`src/rtl/vend_pkg.sv`:
```
// Shared types and constants for the vending controller: FSM states,
// coin values and the coin-select encoding used on the change path.
package vend_pkg;

    typedef enum logic [1:0] {
        IDLE,
        CREDIT,
        VEND,
        CHANGE
    } vend_state_t;

    localparam int VAL_QUARTER = 25;
    localparam int VAL_DIME    = 10;
    localparam int VAL_NICKEL  = 5;

    typedef enum logic [1:0] {
        COIN_NONE,
        COIN_QUARTER,
        COIN_DIME,
        COIN_NICKEL
    } coin_sel_t;

endpackage

```
`src/rtl/vend_change_sel.sv`:
```
// Greedy change selector: picks the largest coin not exceeding the
// remaining credit and reports its value.
module vend_change_sel
    import vend_pkg::*;
#(
    parameter int CW = 10
) (
    input  logic [CW-1:0] credit_i,
    output coin_sel_t     coin_o,
    output logic [CW-1:0] value_o
);

    always_comb begin
        coin_o  = COIN_NONE;
        value_o = '0;
        if (credit_i >= CW'(VAL_QUARTER)) begin
            coin_o  = COIN_QUARTER;
            value_o = CW'(VAL_QUARTER);
        end else if (credit_i >= CW'(VAL_DIME)) begin
            coin_o  = COIN_DIME;
            value_o = CW'(VAL_DIME);
        end else if (credit_i != '0) begin
            // Credit is always a multiple of 5, so anything left here is one nickel.
            coin_o  = COIN_NICKEL;
            value_o = CW'(VAL_NICKEL);
        end
    end

endmodule

```
`src/rtl/vend_controller.sv`:
```
// Vending sequencer: accumulates coin credit, dispenses at PRICE and pays
// change greedily one coin per cycle. All outputs are registered.
module vend_controller
    import vend_pkg::*;
#(
    parameter int PRICE      = 125,
    parameter int MAX_CREDIT = 500,
    parameter int CW         = 10
) (
    input  logic          clk,
    input  logic          reset,
    input  logic          inQuarter,
    input  logic          inDime,
    input  logic          inNickel,
    input  logic          inSelect,
    input  logic          inCancel,
    output logic [CW-1:0] outCredit,
    output logic          outDispense,
    output logic          outChangeQuarter,
    output logic          outChangeDime,
    output logic          outChangeNickel,
    output logic          outReject,
    output logic          outBusy
);

    vend_state_t   state_q, state_d;
    logic [CW-1:0] credit_q, credit_d;
    logic          dispense_q, dispense_d;
    logic          chq_q, chq_d, chd_q, chd_d, chn_q, chn_d;
    logic          reject_q, reject_d;
    logic          busy_q, busy_d;

    logic          coin_any, coin_multi, coin_ok;
    logic [CW-1:0] coin_value;
    logic [CW:0]   credit_sum;
    coin_sel_t     chg_coin;
    logic [CW-1:0] chg_value;

    vend_change_sel #(.CW(CW)) u_change_sel (
        .credit_i (credit_q),
        .coin_o   (chg_coin),
        .value_o  (chg_value)
    );

    assign coin_any   = inQuarter | inDime | inNickel;
    assign coin_multi = (inQuarter & inDime) | (inQuarter & inNickel) | (inDime & inNickel);
    assign coin_value = inQuarter ? CW'(VAL_QUARTER) :
                        inDime    ? CW'(VAL_DIME)    :
                        inNickel  ? CW'(VAL_NICKEL)  : '0;
    // One extra bit so a coin on top of a full register cannot wrap past the limit check.
    assign credit_sum = {1'b0, credit_q} + {1'b0, coin_value};
    assign coin_ok    = coin_any && !coin_multi && (credit_sum <= (CW+1)'(MAX_CREDIT));

    always_comb begin
        state_d    = state_q;
        credit_d   = credit_q;
        dispense_d = 1'b0;
        chq_d      = 1'b0;
        chd_d      = 1'b0;
        chn_d      = 1'b0;
        reject_d   = 1'b0;

        case (state_q)
            IDLE, CREDIT: begin
                if (state_q == CREDIT && inCancel) begin
                    // Refund starts immediately: the first change coin leaves on this edge.
                    reject_d = coin_any;
                    credit_d = credit_q - chg_value;
                    chq_d    = (chg_coin == COIN_QUARTER);
                    chd_d    = (chg_coin == COIN_DIME);
                    chn_d    = (chg_coin == COIN_NICKEL);
                    state_d  = (credit_q == chg_value) ? IDLE : CHANGE;
                end else if (coin_any) begin
                    if (coin_ok) begin
                        credit_d = credit_sum[CW-1:0];
                        state_d  = CREDIT;
                    end else begin
                        reject_d = 1'b1;
                    end
                end else if (state_q == CREDIT && inSelect && credit_q >= CW'(PRICE)) begin
                    dispense_d = 1'b1;
                    credit_d   = credit_q - CW'(PRICE);
                    state_d    = VEND;
                end
            end
            VEND, CHANGE: begin
                reject_d = coin_any;
                credit_d = credit_q - chg_value;
                chq_d    = (chg_coin == COIN_QUARTER);
                chd_d    = (chg_coin == COIN_DIME);
                chn_d    = (chg_coin == COIN_NICKEL);
                state_d  = (credit_q == chg_value) ? IDLE : CHANGE;
            end
            default: state_d = IDLE;
        endcase

        busy_d = (state_d == VEND) || (state_d == CHANGE);
    end

    always_ff @(posedge clk) begin
        if (reset) begin
            state_q    <= IDLE;
            credit_q   <= '0;
            dispense_q <= 1'b0;
            chq_q      <= 1'b0;
            chd_q      <= 1'b0;
            chn_q      <= 1'b0;
            reject_q   <= 1'b0;
            busy_q     <= 1'b0;
        end else begin
            state_q    <= state_d;
            credit_q   <= credit_d;
            dispense_q <= dispense_d;
            chq_q      <= chq_d;
            chd_q      <= chd_d;
            chn_q      <= chn_d;
            reject_q   <= reject_d;
            busy_q     <= busy_d;
        end
    end

    assign outCredit        = credit_q;
    assign outDispense      = dispense_q;
    assign outChangeQuarter = chq_q;
    assign outChangeDime    = chd_q;
    assign outChangeNickel  = chn_q;
    assign outReject        = reject_q;
    assign outBusy          = busy_q;

endmodule

```
`config.mk`:
```
export PLATFORM = sky130hd
export DESIGN_NAME = vend_controller
export DESIGN_NICKNAME = d
export VERILOG_FILES = /design/src/rtl/vend_pkg.sv /design/src/rtl/vend_change_sel.sv /design/src/rtl/vend_controller.sv
export SDC_FILE = /design/constraint.sdc
export NUM_CORES = 1
export LEC_CHECK = 0
export ABC_CLOCK_PERIOD_IN_PS = 5200
export CAP_MARGIN = 20
export CELL_PAD_IN_SITES_DETAIL_PLACEMENT = 1
export CELL_PAD_IN_SITES_GLOBAL_PLACEMENT = 2
export CORE_MARGIN = 2
export CORE_UTILIZATION = 37
export CTS_BUF_LIST = sky130_fd_sc_hd__clkbuf_8
export DETAILED_ROUTE_END_ITERATION = 7
export PLACE_DENSITY_LB_ADDON = 0.1
export RECOVER_POWER = 25
export SLEW_MARGIN = 20
export SYNTH_ARGS = -nofsm -noshare
export SYNTH_HDL_FRONTEND = slang
export SYNTH_SLANG_ARGS = --single-unit
```
`constraint.sdc`:
```
create_clock -name clk -period 5.2 [get_ports clk]
set_input_delay 1.04 -clock clk [delete_from_list [all_inputs] [get_ports clk]]
set_output_delay 1.04 -clock clk [all_outputs]
set_load 0.03 [all_outputs]
```
==> results.toml <==
[worst_setup_path]
crit_arrival_ns = 4.28
max_stage_delay_ns = 0.58
timing.critical_path.from = "inDime"
cpMostUsedCell = "a21o_1"
reg2reg_to = "outCredit[6]$_SDFFE_PP0P_"
worstSetupEndpointType = "flip-flop"
cp-endpoint = "outCredit[1]$_SDFFE_PP0P_"
r2r_slack_ns = 1.15
worstReg2RegStart = "outCredit[1]$_SDFFE_PP0P_"
crit_type = "primary input to flip-flop"
required_ns = 5.36
cp_cell_sequence = "clkdlybuf4s50_1 > inv_1 > a21o_1 > ha_1 > fa_1 > a211o_1 > a21o_1 > a221o_1 > a21boi_2 > a21o_1 > mux2_4"
cp_max_fo = 8
cp-start-kind = "primary input"
reg2reg_depth = 12
cpMaxStageDelayCell = "clkdlybuf4s50_1"

[worst_hold_path]
hp-class = "flip-flop to flip-flop"

[timing]
finalCritPeriodShare_pct = 79.10
hold_violations = 0
fin_tns_setup_ns = 0
worst_pin_slew_ns = 1.010
slew_viol_final = 0
fin_worst_skew_ns = 0.001432
whs_ns = 0.5703
setup_viol = 0
layout_min_cycle_time_ns = 4.113
slew_headroom_pct = 32.42
fmax_mhz = 243.1
rsz0062_at_grt = "false"

[clock_tree]
clk_pin_slew_worst_paths_ns = 0.08
insertion_delay_ns = 0.27
ctsResizeCount = 0
clock-sinks = 18
root_buffer = "clkbuf_8"
cts_tree = "built"
cts_buffers = 3
cts.hold.buffers_added = 0
ctsHtreeMaxLevel = 1
cts_setup_buffers = 0
clk_path_buf_depth = 2

[yosys]
synth_top_area_cell = "dfxtp_1"
ys_ff_latch = 18
syn_avg_cell_area_um2 = 7.877
synth_nets = 280
yosys.cell_count.top_type = "nor2_1"
synthCells = 257
synth-async-reset-ratio_pct = 0
synth_area_um2 = 2024
synthFlopType = "dfxtp_1"
yosys-top-cells-area = "dfxtp_1 (18%), ha_1 (8.7%), nor2_1 (5.0%)"
yosys.area.top_type_share_pct = 17.80
synth_edf_count = 0
synth.distinct_cells = 56
yosys_warnings = 0
yosysSeqAreaShare_pct = 17.80
synthTopCellsByCount = "nor2_1 (27), dfxtp_1 (18), ha_1 (14)"

[drt]
drt-total-wl_um = 6195
viasPerCell = 5.825
ant_nets = 0
avgRoutedWirePerCell_um = 18.33
first_iter_violations = 71
drc = 0
num_vias = 1969
dr.pass1.iters = 4

[power_and_ir_drop]
power_leakage_nw = 0.9138
peakVddDrop_uv = 322.5
powerDensity_nw_per_um2 = 724.5

[grt]
grt_first_pass_wirelength_um = 10460
grt_max_degree = 27
antenna_found_initial = 0
grtUsageTotal_pct = 21.41
grt_pass1_vias = 2029
grt_overflow = 0

[floorplan]
core_um2 = 5205
die_area_um2 = 6079
pin_count = 23
die_x_um = 77.97
std_cell_rows = 26
die_h_um = 77.97
initial_core_util_pct = 38.89

[run]
drv_cap = 0

[placed_design]
place.port_buffers = 22
dp_hpwl_um = 4687
globalplace.congestion = 0.8306

[cells_and_area]
insertedDiodeCount = 0
drive_above_1_share_pct = 7.463
area_growth_pct = 13.72
final_nets = 292

[run_status]
outcome = "finished clean"
-- cells by family after synthesis --
logic type | Yosys count | share of synthesized area [%]
flip-flops | 18 | 17.80
AO/OA/AOI/OAI | 81 | 29.91
AND/OR/NAND/NOR | 94 | 24.66
XOR/XNOR | 8 | 3.461
buffers and inverters | 29 | 6.984
adder cells (fa/ha/maj) | 16 | 10.63
multiplexers | 11 | 6.551
-- flip-flops by register name, summed over array words and instances (netlist names) --
register	count
outBusy	1
outChangeQuarter	1
outChangeDime	1
outChangeNickel	1
state_q	2
outDispense	1
outCredit	10
outReject	1
-- layout by cell type, fill, tap and decap left out, drive strengths merged, types with 3 or more instances in the layout --
cell	count
a31o	4
o21a	4
nand4	7
xnor2	5
a21oi	11
ha	14
dlygate4sd3	7
nor2	27
o21bai	4
nand2b	8
dfxtp	18
a21o	9
mux2i	5
nand3	9
a211oi	11
a31oi	6
o2111ai	3
clkdlybuf4s50	15
nor3	13
mux2	6
nand2	14
xor2	3
nor2b	5
clkbuf	4
a211o	5
o311ai	4
inv	13
o21ai	10
-- worst max-delay path: cells and delay by family --
family,cells,cell delay (ns)
adders and majority gates,2,0.65
buffers and inverters,2,0.66
AOI/OAI and AO/OA,6,1.58
muxes,1,0.34
-- power breakdown --
part / switching (mW) / internal (mW)
Combinational: 0.728 / 0.518
Clock: 0.0589 / 0.0676
Sequential: 0.113 / 0.183
-- stage by stage --
stage	instance area, um^2	utilization (%)	power [mW]	worst slack (ns)	std cells
finish	2302	44.23	1.668	1.087	338
global route	2302	44.23	1.837	0.7981	338
CTS	2302	44.23	1.677	1.067	338
detailed placement	2247	43.17	1.539	0.8058	334
global placement	2247	43.17	1.532	0.8578	334
floorplan	2024	-	1.219	1.604	257
-- per-layer routing --
| layer | share of wire [%] | vias up | global-route usage (%) |
|---|---|---|---|
| li1 | - | 974 | - |
| met1 | 51 | 955 | 29.79 |
| met2 | 47 | 36 | 36.55 |
| met3 | 2.5 | 4 | 1.744 |
| met4 | 0.48 | 0 | 3.684 |
| met5 | 0 | - | 0 |
-- how the worst min path moves through the flow --
stage / start / end / slack (ns) / depth (start not counted)
detailed placement: state_q[0]$_SDFF_PP0_ / state_q[0]$_SDFF_PP0_ / 0.57 / 2
floorplan: state_q[0]$_SDFF_PP0_ / state_q[0]$_SDFF_PP0_ / 0.53 / 2
global route: state_q[0]$_SDFF_PP0_ / state_q[0]$_SDFF_PP0_ / 0.64 / 2
finish: state_q[0]$_SDFF_PP0_ / state_q[0]$_SDFF_PP0_ / 0.57 / 2
global placement: state_q[0]$_SDFF_PP0_ / state_q[0]$_SDFF_PP0_ / 0.56 / 2
CTS: state_q[0]$_SDFF_PP0_ / state_q[0]$_SDFF_PP0_ / 0.58 / 2
-- layout make-up --
type                       instances  area (um^2)
multi-input combinational        210         1523
clock buffer                       4        55.05
sequential                        18        360.3
fill                             650         2903
inverter                          13        48.80
tap                               70        87.58
timing repair buffer              23        227.7
No activity file was read; power rests on OpenSTA's default activity.
